===== src/rtl/mmio_bus_initiator.sv =====
// FPro MMIO bus master: runs one write, read or masked poll per command and
// returns one response per command over valid/ready handshakes.
module mmio_bus_initiator #(
  parameter int LIM_W = 16
) (
  input  logic             clk,
  input  logic             reset,
  input  logic             cmd_valid,
  output logic             cmd_ready,
  input  logic [1:0]       cmd_op,
  input  logic [20:0]      cmd_addr,
  input  logic [31:0]      cmd_wdata,
  input  logic [31:0]      cmd_mask,
  input  logic [LIM_W-1:0] cmd_limit,
  output logic             rsp_valid,
  input  logic             rsp_ready,
  output logic [31:0]      rsp_data,
  output logic             rsp_err,
  output logic             busy,
  output logic             mmio_cs,
  output logic             mmio_wr,
  output logic             mmio_rd,
  output logic [20:0]      mmio_addr,
  output logic [31:0]      mmio_wr_data,
  input  logic [31:0]      mmio_rd_data
);

  localparam logic [1:0] ST_IDLE = 2'd0;
  localparam logic [1:0] ST_BUS  = 2'd1;
  localparam logic [1:0] ST_GAP  = 2'd2;
  localparam logic [1:0] ST_RESP = 2'd3;

  localparam logic [1:0] OP_WR   = 2'd0;
  localparam logic [1:0] OP_RD   = 2'd1;
  localparam logic [1:0] OP_POLL = 2'd2;
  localparam logic [1:0] OP_RSV  = 2'd3;

  logic [1:0]       state;
  logic [1:0]       op_q;
  logic [31:0]      mask_q;
  logic [LIM_W-1:0] lim_q;
  logic [LIM_W-1:0] cnt_q;
  logic [LIM_W-1:0] cnt_nxt;
  logic [LIM_W-1:0] lim_eff;
  logic             hit;

  // mmio_wr_data doubles as the poll match value once a poll is latched
  always_comb begin
    cnt_nxt = cnt_q + 1'b1;
    lim_eff = lim_q;
    if (lim_q == '0)
      lim_eff = LIM_W'(1);
    hit = ((mmio_rd_data ^ mmio_wr_data) & mask_q) == 32'd0;
  end

  always_comb begin
    cmd_ready = (state == ST_IDLE) && !reset;
    rsp_valid = (state == ST_RESP) && !reset;
    busy      = (state != ST_IDLE);
    mmio_cs   = (state == ST_BUS) && !reset;
    mmio_wr   = mmio_cs && (op_q == OP_WR);
    mmio_rd   = mmio_cs && (op_q != OP_WR);
  end

  always_ff @(posedge clk) begin
    if (reset) begin
      state        <= ST_IDLE;
      op_q         <= OP_WR;
      rsp_data     <= 32'd0;
      rsp_err      <= 1'b0;
      mmio_addr    <= 21'd0;
      mmio_wr_data <= 32'd0;
    end else begin
      case (state)
        ST_IDLE: begin
          if (cmd_valid) begin
            op_q         <= cmd_op;
            mmio_addr    <= cmd_addr;
            mmio_wr_data <= cmd_wdata;
            if (cmd_op == OP_RSV) begin
              state    <= ST_RESP;
              rsp_data <= 32'd0;
              rsp_err  <= 1'b1;
            end else begin
              state <= ST_BUS;
            end
          end
        end
        ST_BUS: begin
          case (op_q)
            OP_WR: begin
              state    <= ST_RESP;
              rsp_data <= 32'd0;
              rsp_err  <= 1'b0;
            end
            OP_RD: begin
              state    <= ST_RESP;
              rsp_data <= mmio_rd_data;
              rsp_err  <= 1'b0;
            end
            OP_POLL: begin
              if (hit) begin
                state    <= ST_RESP;
                rsp_data <= mmio_rd_data;
                rsp_err  <= 1'b0;
              end else if (cnt_nxt == lim_eff) begin
                state    <= ST_RESP;
                rsp_data <= mmio_rd_data;
                rsp_err  <= 1'b1;
              end else begin
                state <= ST_GAP;
              end
            end
            default: begin
              state    <= ST_RESP;
              rsp_data <= 32'd0;
              rsp_err  <= 1'b1;
            end
          endcase
        end
        ST_GAP:  state <= ST_BUS;
        default: begin
          if (rsp_ready)
            state <= ST_IDLE;
        end
      endcase
    end
  end

  // Poll bookkeeping: the limit compare ends a poll before the counter can wrap
  always_ff @(posedge clk) begin
    if ((state == ST_IDLE) && cmd_valid) begin
      mask_q <= cmd_mask;
      lim_q  <= cmd_limit;
      cnt_q  <= '0;
    end else if (state == ST_BUS) begin
      cnt_q <= cnt_nxt;
    end
  end

endmodule


===== config.mk =====
export PLATFORM = sky130hd
export DESIGN_NAME = mmio_bus_initiator
export DESIGN_NICKNAME = d
export VERILOG_FILES = /design/src/rtl/mmio_bus_initiator.sv
export SDC_FILE = /design/constraint.sdc
export NUM_CORES = 1
export LEC_CHECK = 0
export ABC_AREA = 1
export CORE_ASPECT_RATIO = 1.1
export CORE_UTILIZATION = 46
export DETAILED_ROUTE_END_ITERATION = 10
export PLACE_DENSITY = 0.89
export SLEW_MARGIN = 5
export SYNTH_ARGS = -nofsm -noshare
export SYNTH_HDL_FRONTEND = slang
export SYNTH_SLANG_ARGS = --single-unit

===== constraint.sdc =====
create_clock -name clk -period 3.56 [get_ports clk]
set_clock_uncertainty 0.15 [all_clocks]
set_input_delay 0.712 -clock clk [delete_from_list [all_inputs] [get_ports clk]]
set_output_delay 0.712 -clock clk [all_outputs]
set_load 0.05 [all_outputs]

After elaboration in Yosys (flattened, before gate mapping):

Cells that the tools add are included.

* register bits after elaboration: 154
* logic and storage cells: 61

* $add $sub $neg: 1
* eq/ne operators: 10
* muxes and demuxes: 20
* bitwise gates (word level): 2
* reduce and logical (&&, ||, !) cells: 19

Operators by type and width (number)
* 32-bit 2-to-1 mux: 4
* 32-bit one-hot mux with 2 select lines: 2
* 32-bit AND: 1
* 32-bit zero test: 1
* 32-bit bitwise XOR: 1
* 16-bit by 1-bit adder with 16-bit output, second input constant: 1
* 16-bit == test: 1
* 16-bit zero test: 1
* 16-bit 2-to-1 mux: 1
* 2-bit == test, second input constant: 4
* 1-bit 2-to-1 mux: 7
* 1-bit logical AND: 6
* 2-bit 2-to-1 mux: 3
* 2-bit one-hot mux with 3 select lines: 1
* 2-bit nonzero test: 3
* 2-bit by 1-bit == test with 1-bit output, second input constant: 2
* 2-bit zero test: 2
* 2-bit inequality test, second input constant: 2
* 4-bit inequality test, second input constant: 1
* 1-bit one-hot mux with 2 select lines: 2
* 2-bit AND reduction: 2
* 4-bit AND reduction: 1
* 4-bit nonzero test: 1
* 2-bit OR reduction: 1
* 1-bit zero test: 1

Logic depth before layout (Yosys ltp):

* word-level depth: 7
* mapped depth: 18
* gate-level depth less buffers: 16

Worst setup path after synthesis:

No wires, ideal clock.

* path kind: input port to flip-flop
* start: in cmd_valid
* end: reg lim_q[0], enable pin
* data arrival time: 2.478 ns
* required time: 2.981 ns
* slack: 0.503 ns
* cell stages on the path: 3
* buffers on the path: 1
* path through: inv_1 nor2_1 clkbuf_1

* cells in the longest elaborated chain, start to end: 1

RTL lines
* start: declaration: line 8 `input logic cmd_valid,`
* 1-bit logical AND: line 132 `if ((state == ST_IDLE) && cmd_valid) begin`
* end signal: assignment: line 134 `lim_q <= cmd_limit;`
* end: declaration: line 41 `logic [LIM_W-1:0] lim_q;`

No other way between the ends.
A chain may end at the register's enable or synchronous reset.

Final worst setup path:

* start: reg state[1]
* end: out busy

* cells in the longest elaborated chain, start to end: 1

RTL lines
* start: declaration: line 38 `logic [1:0] state;`
* start signal: assignment: line 67 `state <= ST_IDLE;`
* start signal: assignment: line 81 `state <= ST_RESP;`
* start signal: assignment: line 85 `state <= ST_BUS;`
* 2-bit nonzero test: line 59 `busy = (state != ST_IDLE);`
* end: declaration: line 19 `output logic busy,`

No other way between the ends.

==> qor.csv <==
metric,value,unit
status,"finished, final reports clean",
#FFs+latches synth,154,
largest net degree at the start of global routing,90,
CTS Buf Count,17,
final wirelength,19.44,mm
unrepaired setup endpoints after global routing,false,
Tightest Pin Transition,0.9478,ns
Worst EP required,2.70,ns
DR top layer,met4,
Resize count post-CTS,0,
"Max FO, Critical Path",5,
Routed Antenna Nets,0,
minimum clock period,2.828,ns
CP Class,reg -> out,
Max-slew headroom,36.82,%
Post-Synth Simple-Gate Area,30.65,%
Routed WL per cell,14.70,um
Critical Path End Type,output pin,
CTS tree,built,
metal2 WL,9.391,mm
setup violators final,0,
share of cells above drive strength 1,7.972,%
Hold Fails Final Rpt,0,
final period utilization,79.45,%
Reg-to-Reg Start,cnt_q[1],
FF/Latch Area,3563,um2
number of cells on the worst reg-to-reg path,17,
vias,6781,
syn avg cell area,7.735,um2
Site Rows,46,
CP arrival,1.97,ns
HP Class,reg -> reg,
main combinational cell family by area after synthesis,simple AND/OR/NAND/NOR gates,
worst IR drop on VDD,368.5,uV
sequential area share after synthesis,51.08,%
worst hold margin,0.3263,ns
Post-Synth XOR/XNOR Area,0.2511,%
Core Footprint,14620,um2
max_cap viols,0,
R2R setup slack,0.97,ns
clock transition time at the flip-flop clock pins of the worst setup and hold paths,0.06,ns
Place WS,0.4150,ns
DIE HEIGHT,131.2,um
worst hold path cell count,2,
Die W,119.4,um
R2R Path End,rsp_data[20],
final setup margin,0.7316,ns
hold path startpoint,mmio_wr_data[11],
WL met3,1.485,mm
initial antenna violation count,1,
vias in the first global route,6482,
Cell variety after synth,30,
Post-Syn Nets,1045,
initial DRC count,463,
die area,15660,um2
Post-CTS Setup Inserts,0,
via-per-instance ratio,5.129,
Met1 Wirelength,7.765,mm
Finished Core Util,68.14,%
CTS Hold Bufs,0,
Yosys warnings,0,
detailed placement HPWL,13.65,mm
clock root buffer,clkbuf_16,
area of the mapped netlist,6977,um2
CP startpoint kind,flop,
Cell Pwr Density,535.8,nW/um2
area grow syn2layout,42.79,%
Port Buffer Count,230,
CTS Buffer Depth,2,
Final Max Slew Viols,0,
first-pass GRT wire length,31.15,mm
Compound-Gate Fraction of Synth Area,10.78,%
Sink Count,154,
LEAKAGE,0.004011,uW
drt first pass iters,4,
post-synthesis mux area share,0,%
Multi-input gate area,2970,um2
Fillers,1188,
IO Count,231,
H-Tree Depth,4,
Final Wtd Congestion,0.8297,
Worst Hold End,mmio_wr_data[11],
f_max,353.6,MHz
Nets,1259,
Total Neg Setup Slack,0,ns
"Clk Latency, worst-skew pair",0.42,ns
Residual DRC,0,
Post-Syn Instances,902,
Initial Utilization,47.72,%
GRT overflow,0,
Synth Area in Adders,0.7174,%
Tot GR Track Use,25.16,%
[stage by stage]
step           cell area [um2]  total power [uW]  std cells
2_1_floorplan             6977              3187        902
3_3_place_gp              9443              3724       1289
3_5_place_dp              9443              3766       1289
4_1_cts                   9960              5374       1321
5_1_grt                   9962              5605       1322
6_report                  9962              5338       1322
[registers in the layout, indices dropped and copies added, names as in the netlist, 2 cells and up]
| signal | flops |
|---|---|
| mask_q | 32 |
| lim_q | 16 |
| state | 2 |
| mmio_addr | 21 |
| cnt_q | 16 |
| mmio_wr_data | 32 |
| rsp_data | 32 |
| op_q | 2 |
[synth_stat cells (all sizes together)]
| cell type | n | area, um2 |
|---|---|---|
| nand3b | 5 | 37.54 |
| a21oi | 64 | 320.3 |
| xor2 | 1 | 8.760 |
| a31oi | 8 | 50.05 |
| nand3 | 92 | 515.5 |
| buf | 10 | 83.82 |
| or2 | 29 | 181.4 |
| o21ai | 70 | 350.3 |
| nand2 | 211 | 792.0 |
| nor3 | 1 | 5.000 |
| nand4 | 7 | 43.79 |
| and3 | 1 | 6.260 |
| o31ai | 3 | 22.52 |
| nor2 | 141 | 556.8 |
| ha | 4 | 50.05 |
| dfxtp | 106 | 2122 |
| clkinv | 1 | 3.750 |
| xnor2 | 1 | 8.760 |
| edfxtp | 48 | 1441 |
| inv | 66 | 247.7 |
| o311ai | 1 | 8.760 |
| clkbuf | 32 | 120.1 |
[critical path, stage by stage, from the launching register on]
cell and delay (ns):
dfxtp_1 0.40, nor2_1 0.08, inv_1 0.20, clkdlybuf4s50_1 0.87
[placed cells by master, fill, tap and decap left out, types with 2 or more instances in the layout]
master             n
clkdlybuf4s50_1  225
nand2_1          210
nor2_1           134
dfxtp_1          106
nand3_1           81
o21ai_0           68
a21oi_1           64
inv_1             63
edfxtp_1          48
or2_2             28
clkbuf_16         17
nand3_2           11
a31oi_1            8
nand4_1            7
buf_12             6
buf_4              6
nand3b_1           5
clkbuf_1           5
nor2_4             4
inv_2              4
ha_1               4
nor2_2             3
o31ai_1            3
clkinv_2           3
clkinvlp_4         3
o21ai_1            2
clkinv_4           2
inv_6              2
[layer usage]
layer  up-vias  track usage, %
met2       281           42.41
met1      3061           29.31
met3        52           6.163
li1       3387               -
met5         -               0
met4         0           13.40
[how the worst max path moves through the flow]
stage	from	endpoint	slack (ns)	cells past startpoint
after floorplan	cmd_valid	lim_q[0]	0.50	3
after global placement	mmio_rd_data[7]	rsp_data[15]	0.55	15
after detailed placement	mmio_rd_data[0]	rsp_data[20]	0.42	15
after CTS	state[1]	busy	0.72	3
after global routing	mmio_rd_data[30]	rsp_data[2]	0.59	15
final	state[1]	busy	0.73	3
[power breakdown]
group          switching (uW)  internal, uW
registers                 149          2030
clock network             707           893
logic                     964           593
total                    1820          3520
[cell type report]
cell class | instances | share of cell area [%]
Inverter | 67 | 2.524
Timing Repair Buffer | 237 | 24.27
Antenna cell | 1 | 0.02512
Multi-Input combinational cell | 639 | 29.82
Clock inverter | 10 | 0.7285
Sequential cell | 154 | 35.77
Tap cell | 192 | 2.411
Clock buffer | 22 | 4.459
[cell families after synthesis]
| family | after synthesis |
|---|---|
| fa+ha+maj | 4 |
| xor+xnor | 2 |
| buf+inv | 109 |
| compound gates | 146 |
| simple gates | 487 |
| flops | 154 |
(Power assumes the default switching activity.)
